--- src/rtl/uart_tx_arbiter.sv ---
// -----------------------------------------------------------------------------
// uart_tx_arbiter
//
// Shares one UART transmitter between NUM_SRC byte sources. Sources are served
// round-robin, one frame at a time. The chosen byte is latched on the grant and
// held on tx_data_o until the next grant, so sources may change their data
// freely once they have seen their grant pulse.
//
// Parameters
//   NUM_SRC        number of byte sources (2..8)
//   START_TIMEOUT  cycles to wait in WAIT_START for the transmitter's rts
//                  to fall before the byte is dropped
//
// Ports
//   CLK_i          system clock, rising edge
//   reset_n        asynchronous reset, ACTIVE HIGH despite its name
//   req_i          per-source request, bit i = source i holds a byte
//   data_i         byte of source i on bits [8i+7:8i]
//   grant_o        one-hot, one-cycle pulse: source's byte has been latched
//   tx_valid_o     transmitter dataReady
//   tx_data_o      transmitter data, stable for the whole frame
//   tx_rts_i       transmitter rts (1 = idle/ready, 0 = frame in progress)
//   busy_o         high whenever the FSM is not in IDLE
//   frame_cnt_o    completed frame count, wraps at 16 bits
//   err_timeout_o  sticky start-timeout flag, cleared only by reset
// -----------------------------------------------------------------------------
module uart_tx_arbiter #(
    parameter int          NUM_SRC       = 4,
    parameter logic [31:0] START_TIMEOUT = 32'd64
) (
    input  logic                   CLK_i,
    input  logic                   reset_n,
    input  logic [NUM_SRC-1:0]     req_i,
    input  logic [8*NUM_SRC-1:0]   data_i,
    output logic [NUM_SRC-1:0]     grant_o,
    output logic                   tx_valid_o,
    output logic [7:0]             tx_data_o,
    input  logic                   tx_rts_i,
    output logic                   busy_o,
    output logic [15:0]            frame_cnt_o,
    output logic                   err_timeout_o
);

    localparam int PTR_W = (NUM_SRC > 1) ? $clog2(NUM_SRC) : 1;

    typedef enum logic [1:0] {
        IDLE,
        LOAD,
        WAIT_START,
        WAIT_DONE
    } state_t;

    state_t               state_q;
    state_t               state_d;

    logic [PTR_W-1:0]     ptr_q;
    logic [PTR_W-1:0]     winner;
    logic [PTR_W-1:0]     cand;
    logic [PTR_W-1:0]     ptr_next;
    logic                 found;
    logic [7:0]           sel_byte;
    logic                 do_grant;
    logic                 timeout_hit;

    logic [NUM_SRC-1:0]   grant_q;
    logic [7:0]           tx_data_q;
    logic [15:0]          frame_cnt_q;
    logic                 err_q;
    logic [31:0]          to_cnt_q;

    // Round-robin search: first requesting source at or above ptr, wrapping.
    always_comb begin
        found  = 1'b0;
        winner = '0;
        cand   = '0;
        for (int k = 0; k < NUM_SRC; k++) begin
            cand = PTR_W'((int'(ptr_q) + k) % NUM_SRC);
            if (!found && req_i[cand]) begin
                found  = 1'b1;
                winner = cand;
            end
        end
    end

    // Byte of the winning source and the pointer value that follows it.
    always_comb begin
        sel_byte = 8'h00;
        for (int i = 0; i < NUM_SRC; i++) begin
            if (winner == PTR_W'(i)) begin
                sel_byte = data_i[8*i +: 8];
            end
        end
        ptr_next = (winner == PTR_W'(NUM_SRC - 1)) ? '0 : winner + PTR_W'(1);
    end

    // A grant only happens from IDLE, so a frame finishing in WAIT_DONE always
    // spends one IDLE cycle before the next source is chosen.
    assign do_grant    = (state_q == IDLE) && found && tx_rts_i;
    assign timeout_hit = (to_cnt_q >= (START_TIMEOUT - 32'd1));

    // State register.
    always_ff @(posedge CLK_i or posedge reset_n) begin
        if (reset_n) begin
            state_q <= IDLE;
        end else begin
            state_q <= state_d;
        end
    end

    // Next-state logic.
    always_comb begin
        state_d = state_q;
        case (state_q)
            IDLE: begin
                if (do_grant) begin
                    state_d = LOAD;
                end
            end
            LOAD: begin
                state_d = WAIT_START;
            end
            WAIT_START: begin
                if (!tx_rts_i) begin
                    state_d = WAIT_DONE;
                end else if (timeout_hit) begin
                    state_d = IDLE;
                end
            end
            WAIT_DONE: begin
                if (tx_rts_i) begin
                    state_d = IDLE;
                end
            end
            default: begin
                state_d = IDLE;
            end
        endcase
    end

    // State-decoded outputs.
    always_comb begin
        tx_valid_o = 1'b0;
        busy_o     = 1'b0;
        case (state_q)
            IDLE:       begin tx_valid_o = 1'b0; busy_o = 1'b0; end
            LOAD:       begin tx_valid_o = 1'b1; busy_o = 1'b1; end
            WAIT_START: begin tx_valid_o = 1'b1; busy_o = 1'b1; end
            WAIT_DONE:  begin tx_valid_o = 1'b0; busy_o = 1'b1; end
            default:    begin tx_valid_o = 1'b0; busy_o = 1'b0; end
        endcase
    end

    // Datapath: the grant pulse is registered so it appears in LOAD together
    // with the freshly latched byte; the timeout counter only advances while
    // the transmitter has not yet started.
    always_ff @(posedge CLK_i or posedge reset_n) begin
        if (reset_n) begin
            ptr_q       <= '0;
            grant_q     <= '0;
            tx_data_q   <= 8'h00;
            frame_cnt_q <= 16'h0000;
            err_q       <= 1'b0;
            to_cnt_q    <= 32'd0;
        end else begin
            grant_q <= '0;
            if (do_grant) begin
                grant_q   <= NUM_SRC'(1) << winner;
                tx_data_q <= sel_byte;
                ptr_q     <= ptr_next;
            end

            if (state_q == LOAD) begin
                to_cnt_q <= 32'd0;
            end else if ((state_q == WAIT_START) && tx_rts_i && !timeout_hit) begin
                to_cnt_q <= to_cnt_q + 32'd1;
            end

            if ((state_q == WAIT_START) && tx_rts_i && timeout_hit) begin
                err_q <= 1'b1;
            end

            if ((state_q == WAIT_DONE) && tx_rts_i) begin
                frame_cnt_q <= frame_cnt_q + 16'd1;
            end
        end
    end

    assign grant_o       = grant_q;
    assign tx_data_o     = tx_data_q;
    assign frame_cnt_o   = frame_cnt_q;
    assign err_timeout_o = err_q;

endmodule
--- config.mk ---
export PLATFORM = sky130hd
export DESIGN_NAME = uart_tx_arbiter
export DESIGN_NICKNAME = d
export VERILOG_FILES = /design/src/rtl/uart_tx_arbiter.sv
export SDC_FILE = /design/constraint.sdc
export NUM_CORES = 1
export LEC_CHECK = 0
export ABC_CLOCK_PERIOD_IN_PS = 6400
export CAP_MARGIN = 20
export CORE_MARGIN = 1
export CORE_UTILIZATION = 35
export CTS_BUF_LIST = sky130_fd_sc_hd__clkbuf_4 sky130_fd_sc_hd__clkbuf_8
export CTS_CLUSTER_DIAMETER = 150
export DETAILED_ROUTE_END_ITERATION = 16
export HOLD_SLACK_MARGIN = 0.06
export PLACE_DENSITY = 0.66
export SLEW_MARGIN = 40
export SYNTH_ARGS = -nofsm -noshare
export SYNTH_HDL_FRONTEND = slang
export SYNTH_SLANG_ARGS = --single-unit
export TNS_END_PERCENT = 100
--- constraint.sdc ---
create_clock -name CLK_i -period 6.4 [get_ports CLK_i]
set_input_delay 0.96 -clock CLK_i [delete_from_list [all_inputs] [get_ports CLK_i]]
set_output_delay 0.96 -clock CLK_i [all_outputs]
set_load 0.03 [all_outputs]
# [Yosys cells after proc, flatten, opt, wreduce, memory -nomap -nowiden]
# Index checks and enable logic that the tools add are counted.
# Widths: inputs -> output; s select.
[totals] ff_bits=65 wordCells=79
[classes] addsub=6 n_lt_le_gt_ge=5 n_eq_ne=9 shifts=1 muxes=31 n_reduce_logical=20
[op_table] cell="$mux 32" n=2
[op_table] cell="$add 32x1->32 const B" n=1
[op_table] cell="$ge 32x6->1 const B" n=1
[op_table] cell="$mux 8" n=4
[op_table] cell="$mux 2" n=9
[op_table] cell="$add 16x1->16 const B" n=1
[op_table] cell="$lt 2x3->1 const B" n=4
[op_table] cell="$logic_and 1x1->1" n=9
[op_table] cell="$bmux 1 s2" n=4
[op_table] cell="$eq 2x2->1 const B" n=4
[op_table] cell="$mux 1" n=8
[op_table] cell="$pmux 2 s4" n=1
[op_table] cell="$add 2x1->2 const B" n=2
[op_table] cell="$add 2x2->2 const B" n=2
[op_table] cell="$eq 2x1->1 const B" n=2
[op_table] cell="$logic_not 1->1" n=4
[op_table] cell="$logic_not 2->1" n=2
[op_table] cell="$mux 4" n=1
[op_table] cell="$ne 2x2->1 const B" n=2
[op_table] cell="$pmux 1 s2" n=2
[op_table] cell="$reduce_or 2->1" n=2
[op_table] cell="$shl 1x2->4 const A" n=1
[op_table] cell="$ne 3x3->1 const B" n=1
[op_table] cell="$reduce_and 3->1" n=1
[op_table] cell="2 further kinds" n=2

# [Longest topological paths before layout]
[logic_depth] ltp_word=17 mapped_depth=12 ltp_nobuf=11

# [Least setup slack after synthesis]
# Ideal clock, no wire load.
[synth_path] path_type="input to register" start="input req_i[0]" end="register tx_data_q[7] (netlist: tx_data_o[7])" arrival_ns=2.603 required_ns=6.335 path_slack_ns=3.732 path_stages=12 n_path_buf=1 path_cell_list="inv_1 -> nor2_1 -> a21oi_1 -> o221ai_1 -> inv_1 -> ha_1 -> clkbuf_1 -> nand3b_1 -> a21oi_1 -> a21oi_1 -> o211ai_1 -> o21a_1"
[synth_between] elab_chain_cells=17 elab_cells_between_ends=32
[synth_rtl] element="start, declared" line="33" text="input logic [NUM_SRC-1:0] req_i,"
[synth_rtl] element="$bmux 1 s2" line="78" text="if (!found && req_i[cand]) begin"
[synth_rtl] element="$mux 1 (not written as such)" line="78"
[synth_rtl] element="$mux 1" line="78"
[synth_rtl] element="$logic_not 1->1" line="78"
[synth_rtl] element="$logic_and 1x1->1" line="78"
[synth_rtl] element="$mux 1" line="78"
[synth_rtl] element="$logic_not 1->1" line="78"
[synth_rtl] element="$logic_and 1x1->1" line="78"
[synth_rtl] element="$mux 1" line="78"
[synth_rtl] element="$logic_not 1->1" line="78"
[synth_rtl] element="$logic_and 1x1->1" line="78"
[synth_rtl] element="$mux 2" line="78"
[synth_rtl] element="$logic_not 2->1" line="89" text="if (winner == PTR_W'(i)) begin"
[synth_rtl] element="$mux 8 (4 in a row)" line="89"
[synth_rtl] element="end signal, assigned" line="168" text="tx_data_q <= sel_byte;"
[synth_rtl] element="end, declared" line="66" text="logic [7:0] tx_data_q;"
# Parallel ways exist; a longest one is shown, timed or not. The select of a mux whose other input is x is not followed.
# A chain may end at the register's enable or synchronous reset.

# [Final worst setup path]
[layout_path] start="input req_i[0]" end="register tx_data_q[0] (netlist: tx_data_o[0])"
# Same word-level chain as after synthesis.

==> insert_results.sql <==
INSERT INTO impl_metrics (metric_group, metric, value, unit) VALUES
('power_and_ir_drop', 'finalPower', '1.56', 'mW'),
('synth', 'synth.yosys.seq_area_share', '52.3', '%'),
('finish', 'fillers', '831', ''),
('clock_tree', 'ctsResizeCount', '0', ''),
('setup_path', 'critical_path_class', 'in -> reg', ''),
('synth', 'main_flop_type_after_synthesis', 'sky130_fd_sc_hd__dfrtp_1', ''),
('synth', 'yosysMostFrequentCell', 'sky130_fd_sc_hd__dfrtp_1', ''),
('global_route', 'track_usage', '14.3', '%'),
('setup_path', 'critical_path.endpoint_type', 'flop', ''),
('synth', 'ys.warnings.count', '0', ''),
('floorplanning', 'ios', '70', ''),
('clock_tree', 'cts_setup_buffers', '0', ''),
('route', 'final_antenna_net_count', '0', ''),
('clock_tree', 'cts.sinks', '65', ''),
('timing', 'layout_setup_ws', '3.31', 'ns'),
('finish', 'finish.utilization', '48.4', '%'),
('setup_path', 'timing.critical_path.arrival', '3.37', 'ns'),
('global_route', 'largest_net_degree_at_the_start_of_global_routing', '66', ''),
('floorplanning', 'start_util', '35.9', '%'),
('global_route', 'initial_antenna_violation_count', '0', ''),
('synth', 'count_of_flip_flops_with_a_built_in_enable_after_synthesis', '0', ''),
('floorplanning', 'floorplan.die_area', '0.00928', 'mm^2'),
('synth', 'flip_flop_and_latch_count_after_synthesis', '65', ''),
('synth', 'number_of_distinct_library_cell_variants_in_the_gate_level_netlist_after_synthesis', '40', ''),
('timing', 'setup_viol_count_final', '0', ''),
('setup_path', 'crit_path_start_kind', 'input pin', ''),
('timing', 'layout_worst_path_cycle_share', '48.3', '%'),
('synth', 'synthesis.area_per_instance', '10.8', 'um^2'),
('synth', 'synth_nets', '339', ''),
('finish', 'area_delta_synth_final', '34.9', '%'),
('route', 'route.vias.total', '2296', ''),
('route', 'postRouteWirelength', '6.16', 'mm'),
('finish', 'finish.cell_count_without_fillers', '471', ''),
('route', 'first_iteration_detailed_routing_drc_count', '95', ''),
('timing', 'fmax', '324', 'MHz'),
('clock_tree', 'htree_num_levels', '3', ''),
('synth', 'synth_common_cells', 'sky130_fd_sc_hd__dfrtp_1 (65), sky130_fd_sc_hd__nand2_1 (29), sky130_fd_sc_hd__nor2b_1 (25)', ''),
('timing', 'hold_ws', '0.474', 'ns'),
('hold_path', 'timing.hold.worst.class', 'reg -> reg', ''),
('setup_path', 'critical_path_required', '6.68', 'ns'),
('floorplanning', 'num_rows', '34', ''),
('timing', 'grt_setup_unrepaired', 'no', ''),
('route', 'route.detailed.drc', '0', ''),
('timing', 'timing_max_transition_violations_final', '0', ''),
('timing', 'clock-skew-final', '0.00573', 'ns'),
('clock_tree', 'tritoncts', 'done', ''),
('route', 'drt_pre_antenna_iters', '5', ''),
('timing', 'finalHoldViolCount', '0', ''),
('synth', 'syn-cell-area', '0.00311', 'mm^2'),
('run', 'cap_violations', '0', ''),
('finish', 'fin_nets', '408', ''),
('floorplanning', 'core_area', '0.00868', 'mm^2'),
('finish', 'fraction_of_final_layout_cells_sized_beyond_drive_strength_1', '9.09', '%'),
('placed_design', 'place_inst', '455', ''),
('timing', 'tightestPinTransition', '0.592', 'ns'),
('placed_design', 'detailedPlacementHpwl', '4.27', 'mm'),
('finish', 'finish.instance_area', '0.00420', 'mm^2'),
('route', 'vias_per_cell', '4.87', ''),
('synth', 'synth.area.top_cells', 'sky130_fd_sc_hd__dfrtp_1 (52%), sky130_fd_sc_hd__nor2b_1 (5.0%), sky130_fd_sc_hd__ha_1 (4.4%)', ''),
('floorplanning', 'die_height', '96.3', 'um'),
('run_status', 'status', 'finished clean', ''),
('timing', 'period_needed', '3.09', 'ns'),
('global_route', 'number_of_global_route_vias_before_repair', '2123', ''),
('clock_tree', 'numCtsBuffers', '9', ''),
('finish', 'n_antenna_cell', '0', ''),
('synth', 'yosys.area.top_type_share', '52.3', '%'),
('placed_design', 'pre_cts_ws', '2.99', 'ns'),
('clock_tree', 'clkTransAtPathRegs', '0.07', 'ns'),
('timing', 'slew_headroom', '60.5', '%'),
('placed_design', 'postPlaceCellArea', '0.00391', 'mm^2'),
('clock_tree', 'buffer_type_at_the_clock_tree_root', 'sky130_fd_sc_hd__clkbuf_8', '');
-- cell usage in the layout (no fill, tap or decap), drive strengths merged, types with 3 or more instances in the layout --
master         Yosys  final
nand3              6      6
dfrtp             65     65
a21oi             22     22
and2               6      6
a31o               3      3
nor4               9      9
o21a               8      8
xnor2             12     12
o21ai              3      3
nor2              17     17
clkbuf            11      9
ha                11     11
nand2             29     29
nand3b             8      8
nand4              6      6
o211ai             8      8
xor2               6      6
clkdlybuf4s50      0     69
bufinv             0      5
inv               13     13
nor2b             26     26
-- flip-flops by register name, summed over array words and instances, names as in the netlist --
| signal | flops |
|---|---|
| err_timeout_o | 1 |
| frame_cnt_o | 16 |
| grant_o | 4 |
| ptr_q | 2 |
| state_q | 2 |
| to_cnt_q | 32 |
| tx_data_o | 8 |
-- layer usage --
layer	track usage (%)	part of all wire, %	vias to the layer above
li1	-	-	1124
met2	21.5	46	54
met5	0	0	-
met1	18.9	48	1109
met3	3.71	4.7	9
met4	7.72	1.8	0
-- power breakdown --
group / total [mW] / internal (mW) / leakage, nW / switching (mW)
logic: 0.542 / 0.228 / 0.842 / 0.314
clock network: 0.501 / 0.338 / 0.140 / 0.163
registers: 0.520 / 0.469 / 0.873 / 0.0508
total: 1.56 / 1.04 / 1.86 / 0.528
-- final timing paths --
kind	startpoint	endpoint	slack, ns	depth (start not counted)
worst max-delay path	req_i[0]	tx_data_o[0]	3.31	12
worst min-delay path	frame_cnt_o[15]	frame_cnt_o[15]	0.47	1
worst max register to register	ptr_q[0]	tx_data_o[0]	4.05	10
worst min register to register	frame_cnt_o[15]	frame_cnt_o[15]	0.47	1
max in group asynchronous	reset_n	to_cnt_q[2]	4.90	3
min in group asynchronous	reset_n	frame_cnt_o[14]	1.07	3
-- cell families (layout without fill, tap and decap cells) --
group | count (synthesis) | after routing | synth area share, %
multiplexers | 3 | 3 | 1.04
AO/OA/AOI/OAI | 51 | 51 | 10.5
flip-flops | 65 | 65 | 52.3
buffers and inverters | 26 | 100 | 3.22
XOR/XNOR | 18 | 18 | 5.06
adder cells (fa/ha/maj) | 11 | 11 | 4.42
AND/OR/NAND/NOR | 115 | 115 | 23.5
-- final cells by class --
cell class | instances | area (um^2) | area share (%)
clock inverter | 7 | 166 | 3.96
clock buffer | 9 | 124 | 2.95
timing repair buffer | 71 | 709 | 16.9
sequential | 65 | 1630 | 38.7
multi-input combinational | 198 | 1390 | 33.1
inverter | 13 | 48.8 | 1.16
tap | 108 | 135 | 3.22
-- critical path: stages --
cell and delay, ns:
sky130_fd_sc_hd__clkdlybuf4s50_1 0.50, sky130_fd_sc_hd__inv_1 0.06, sky130_fd_sc_hd__nor2_1 0.14, sky130_fd_sc_hd__a21oi_1 0.06, sky130_fd_sc_hd__o221ai_1 0.33, sky130_fd_sc_hd__inv_1 0.12
sky130_fd_sc_hd__ha_1 0.41, sky130_fd_sc_hd__nand3b_1 0.24, sky130_fd_sc_hd__a21oi_1 0.17, sky130_fd_sc_hd__a21oi_1 0.07, sky130_fd_sc_hd__o211ai_1 0.19, sky130_fd_sc_hd__o21a_1 0.14
(Power assumes the default switching activity.)
==> RTL edit 1, RTL diff (config.mk and constraints unchanged) <==
Encoding of `state_t`: now Gray code (2 bits for 4 states).
--- a/src/rtl/uart_tx_arbiter.sv
+++ b/src/rtl/uart_tx_arbiter.sv
@@ -45,8 +45,8 @@
 
     typedef enum logic [1:0] {
-        IDLE,
-        LOAD,
-        WAIT_START,
-        WAIT_DONE
+        IDLE       = 2'b00,
+        LOAD       = 2'b01,
+        WAIT_START = 2'b11,
+        WAIT_DONE  = 2'b10
     } state_t;
 
Function: no difference found for any inputs over 4 cycles, from zero or initial values and one cycle with reset_n high; so few cycles prove little.
==> RTL edit 1 against the original RTL <==
  * The run now ends with design-rule violations left
  * Final area is 5.9% lower
  * Worst setup slack worse by 150 ps
  * Combinational power hardly changed
  * Sequential share of layout area is 2.4 points higher
  * Global-route usage is 0.89 points higher
  * Critical path depth is 4 lower
  * Total power is 6.1% lower
  * Clock power is 23% lower
  * Sequential cell count stayed put
  * Wire length is 4.7% lower
  * Area after synthesis is 5.1% lower
==> RTL edit 1: results (changes against the original RTL) <==
Parameter                              Value

Outcome
  Result of the run ... finished, violations left
  Violations in the final reports ... design-rule violations

Setup path
  Biggest fanout along the worst timing path ... 11 (-6)
  Library cell contributing the largest single delay on the critical path ... sky130_fd_sc_hd__nor4_1
  Setup slack of the most critical reg-to-reg path ... 3970 ps (-80 ps)
  Timing startpoint of the critical path ... req_i[1]
  Top cell family by delay on the critical path ... simple AND/OR/NAND/NOR gates
  Data arrival time of the critical path ... 3490 ps (+120 ps)
  Destination of the critical timing path ... tx_data_o[2]$_DFFE_PP0N_

Detailed routing
  Via count of the routed design ... 2192 (-4.5%)
  Drt initial violations ... 80 (-16%)
  DRC ... 2 (+2)
  Detailed-routed wire length on met2 ... 2440 um (-13%)
  Router iterations before antenna repair ... 10 (+5)

Global routing
  Global router's overall resource usage ... 0.152 (+0.00886)
  Largest net degree at the start of global routing ... 45 (-32%)

Placement
  Worst setup slack before clock tree synthesis ... 2860 ps (-131 ps)
  Estimated wirelength of the detail-placed design ... 4190 um (-1.8%)
  Final weighted congestion of routability-driven global placement ... 0.781 (+4.8%)

Yosys
  Number of distinct standard cells referenced by the synthesized netlist ... 43 (+7.5%)
  Gate count of the mapped netlist ... 273 (-5.5%)
  Most area-consuming cells after synthesis ... sky130_fd_sc_hd__dfrtp_1, sky130_fd_sc_hd__and2_1, sky130_fd_sc_hd__xnor2_1

Timing
  Shortest period the worst path allows ... 3240 ps (+147 ps)

Cells and area
  Layout cells sized above 1 ... 0.0925 (+0.00158)
  Cell Count, Final, Fillers Out ... 451 (-4.2%)
## RTL edit 1: cell count changes in the layout (fill, tap and decap cells not counted), sizes merged, moves of 5 or more
cell	change
and2	+26
nor2b	-23
a21oi	-16
a211o	+7
a221oi	+7
a31oi	+7
nand3b	-7
o211ai	-7
o21a	-7
nand2	-6
ha	-5
## RTL edit 1: worst reg2reg max path, cell delays in order (launching register included)
cell and delay, ps:
sky130_fd_sc_hd__dfrtp_1 420, sky130_fd_sc_hd__nor2b_1 170, sky130_fd_sc_hd__a21oi_1 70, sky130_fd_sc_hd__nor2_1 90, sky130_fd_sc_hd__a221o_1 140, sky130_fd_sc_hd__nor2_1 70
sky130_fd_sc_hd__ha_1 350, sky130_fd_sc_hd__nor2b_1 440, sky130_fd_sc_hd__a221oi_1 160, sky130_fd_sc_hd__a211o_1 300, sky130_fd_sc_hd__a31oi_1 150
## RTL edit 1: cell type report
cell class	instances	area, um2	area share
Multi-Input combinational cell	181	1220	0.308
Clock inverter	3	65.1	0.0165
Sequential cell	65	1630	0.412
Inverter	14	52.6	0.0133
Clock buffer	12	153	0.0386
Timing Repair Buffer	71	706	0.179
Tap cell	105	131	0.0332
## RTL edit 1: worst min-delay path by stage
| stage | start | to | slack (ps) |
|---|---|---|---|
| final | frame_cnt_o[15]$_DFFE_PP0P_ | frame_cnt_o[15]$_DFFE_PP0P_ | 470 |
| after global routing | to_cnt_q[28]$_DFFE_PP0P_ | to_cnt_q[28]$_DFFE_PP0P_ | 500 |
| after floorplan | to_cnt_q[28]$_DFFE_PP0P_ | to_cnt_q[28]$_DFFE_PP0P_ | 450 |
| after CTS | frame_cnt_o[15]$_DFFE_PP0P_ | frame_cnt_o[15]$_DFFE_PP0P_ | 480 |
| after global placement | frame_cnt_o[15]$_DFFE_PP0P_ | frame_cnt_o[15]$_DFFE_PP0P_ | 460 |
| after detailed placement | frame_cnt_o[15]$_DFFE_PP0P_ | frame_cnt_o[15]$_DFFE_PP0P_ | 470 |
## RTL edit 1: power by group
part           leakage, nW  internal [mW]  switching [mW]
logic                0.801          0.240           0.303
clock network        0.113          0.236           0.148
registers            0.868          0.477          0.0643
## RTL edit 1: logic make-up after synthesis
kind of cell	synth area share
DFF	0.551
buffers and inverters	0.0364
xor gates and xnor gates	0.0504
adders and majority gates	0.0254
muxes	0.0148
and+or+nand+nor	0.227
AOI/OAI and AO/OA	0.0953
## RTL edit 1: routing by layer
metal  vias to the layer above  track usage
met3                        14       0.0647
met5                         -            0
met4                         0       0.0859
li1                       1077            -
met1                      1024        0.194
met2                        77        0.215
==> RTL edit 2, RTL diff (same settings) <==
Made on the original files. The parameter `NUM_SRC` goes from 4 to 8.
--- a/src/rtl/uart_tx_arbiter.sv
+++ b/src/rtl/uart_tx_arbiter.sv
@@ -26,5 +26,5 @@
 // -----------------------------------------------------------------------------
 module uart_tx_arbiter #(
-    parameter int          NUM_SRC       = 4,
+    parameter int          NUM_SRC       = 8,
     parameter logic [31:0] START_TIMEOUT = 32'd64
 ) (
Ports: changed (resized data_i, grant_o and req_i); port bits go from 70 to 110. No check against the original RTL was run, so the function may have changed too.
==> RTL edit 2 against the original RTL <==
  * Sequential cell count grew 5
  * Wire length grew 97%
  * Area after synthesis grew 50%
  * Die area grew 49%
  * Clock skew is essentially flat
  * Total power grew 120%
  * First-iteration DRC count grew to 2.6 times the old value
  * Fmax shrank 44%
  * Worst setup slack lost 2500 ps
  * Critical path depth grew 7
  * Final area grew 46%
==> RTL edit 2: results (changes against the original RTL) <==
Parameter                              Value

CTS
  Number of setup buffers added after CTS ... 0 (unchanged)

Setup path
  Number of cell instances on the worst register-to-register path ... 19 (+9)
  Top cell family by delay on the critical path ... compound AO/OA/AOI/OAI gates
  Timing startpoint of the critical path ... ptr_q[1]$_DFFE_PP0P_
  Setup slack of the most critical reg-to-reg path ... 860 ps (-3190 ps)
  Crit path largest cell delay ... 730 ps (+230 ps)
  Start-to-end type of the worst setup path ... reg2reg
  Library cell contributing the largest single delay on the critical path ... sky130_fd_sc_hd__dfrtp_1
  Data arrival time of the critical path ... 5810 ps (+2440 ps)
  Capturing point of the worst reg2reg path ... tx_data_o[2]$_DFFE_PP0P_

Timing
  Worst max-slew margin expressed relative to the limit ... 0.494 (-0.111)
  Fmax achieved ... 0.180 GHz (-44%)
  Worst slack on hold paths ... 478 ps (+3.89 ps)
  Largest clock skew in the final design ... 6.07 ps (+0.345 ps)

Global routing
  Via count of the first global-routing pass ... 4074 (+92%)
  Global-route wire length before repair ... 20500 um (+100%)
  Global router's overall resource usage ... 0.182 (+0.0382)
  Largest net degree at the start of global routing ... 43 (-35%)

Placement
  Placed insts ... 764 (+68%)
  Post-DP Area ... 5910 um2 (+51%)
  Final weighted congestion of routability-driven global placement ... 0.868 (+16%)
  Estimated wirelength of the detail-placed design ... 9450 um (+120%)
  IO buf count ... 109 (+58%)

Outcome
  Result of the run ... finished, final reports clean

Power
  IR Drop Worst-Case VDD ... 401 uV (+120%)

Yosys
  Warning count from the yosys run ... 0 (unchanged)
  Share of the yosys chip area belonging to registers ... 0.374 (-0.148)
  Number of nets in the synthesized netlist ... 593 (+75%)
  Most area-consuming cells after synthesis ... sky130_fd_sc_hd__dfrtp_1, sky130_fd_sc_hd__mux4_2, sky130_fd_sc_hd__nand2_1
  Number of distinct standard cells referenced by the synthesized netlist ... 63 (+57%)
  Top cell types by occurrence after synthesis ... sky130_fd_sc_hd__dfrtp_1, sky130_fd_sc_hd__nand2_1, sky130_fd_sc_hd__nor2_1

Detailed routing
  Drt initial violations ... 249 (+160%)
  Routed wire length ... 12100 um (+97%)
  Via-per-instance ratio ... 5.18 (+6.3%)

Cells and area
  Layout Nets ... 692 (+70%)
  Layout cells sized above 1 ... 0.110 (+0.0193)
  Cell Count, Final, Fillers Out ... 780 (+66%)
==> RTL edit 2: changes by cell type in the layout (fill, tap and decap cells not counted), moves of 10 or more <==
cell                              unedited run  this run
sky130_fd_sc_hd__a21oi_1                    22        33
sky130_fd_sc_hd__clkdlybuf4s50_1            69       109
sky130_fd_sc_hd__mux2i_1                     1        18
sky130_fd_sc_hd__mux4_2                      0        11
sky130_fd_sc_hd__nand2_1                    29        56
sky130_fd_sc_hd__nand3_1                     5        15
sky130_fd_sc_hd__nor2_1                     17        40
sky130_fd_sc_hd__o21ai_0                     2        26
sky130_fd_sc_hd__o21ai_1                     1        12
==> RTL edit 2: per-layer routing <==
layer  up-vias  routed length, um  global-route usage
met4         0                220              0.0617
li1       1988                  -                   -
met3        20                563              0.0320
met2       124               5840               0.302
met5         -                  0                   0
met1      1908               5500               0.237
==> RTL edit 2: cell type report <==
type                            count  area (um2)
Inverter                           23        86.3
Clock inverter                      7        98.8
Timing Repair Buffer              117        1170
Fill cell                        1217        6690
Sequential cell                    70        1750
Tap cell                          172         215
Multi-Input combinational cell    382        2700
Clock buffer                        9         124
==> RTL edit 2: cells by family after synthesis <==
group	count (synthesis)	share of synthesized area
xor gates and xnor gates	25	0.0484
adders and majority gates	14	0.0374
buffers and inverters	52	0.0511
DFF	70	0.374
AOI/OAI and AO/OA	116	0.169
and+or+nand+nor	187	0.201
muxes	40	0.118
==> RTL edit 2: report_power, final <==
part	total, mW	leakage (nW)	internal, mW	switching (mW)
sequential	0.582	0.950	0.505	0.0775
clock	0.392	0.109	0.220	0.172
combinational	2.45	1.53	0.959	1.49
total	3.42	2.59	1.68	1.74
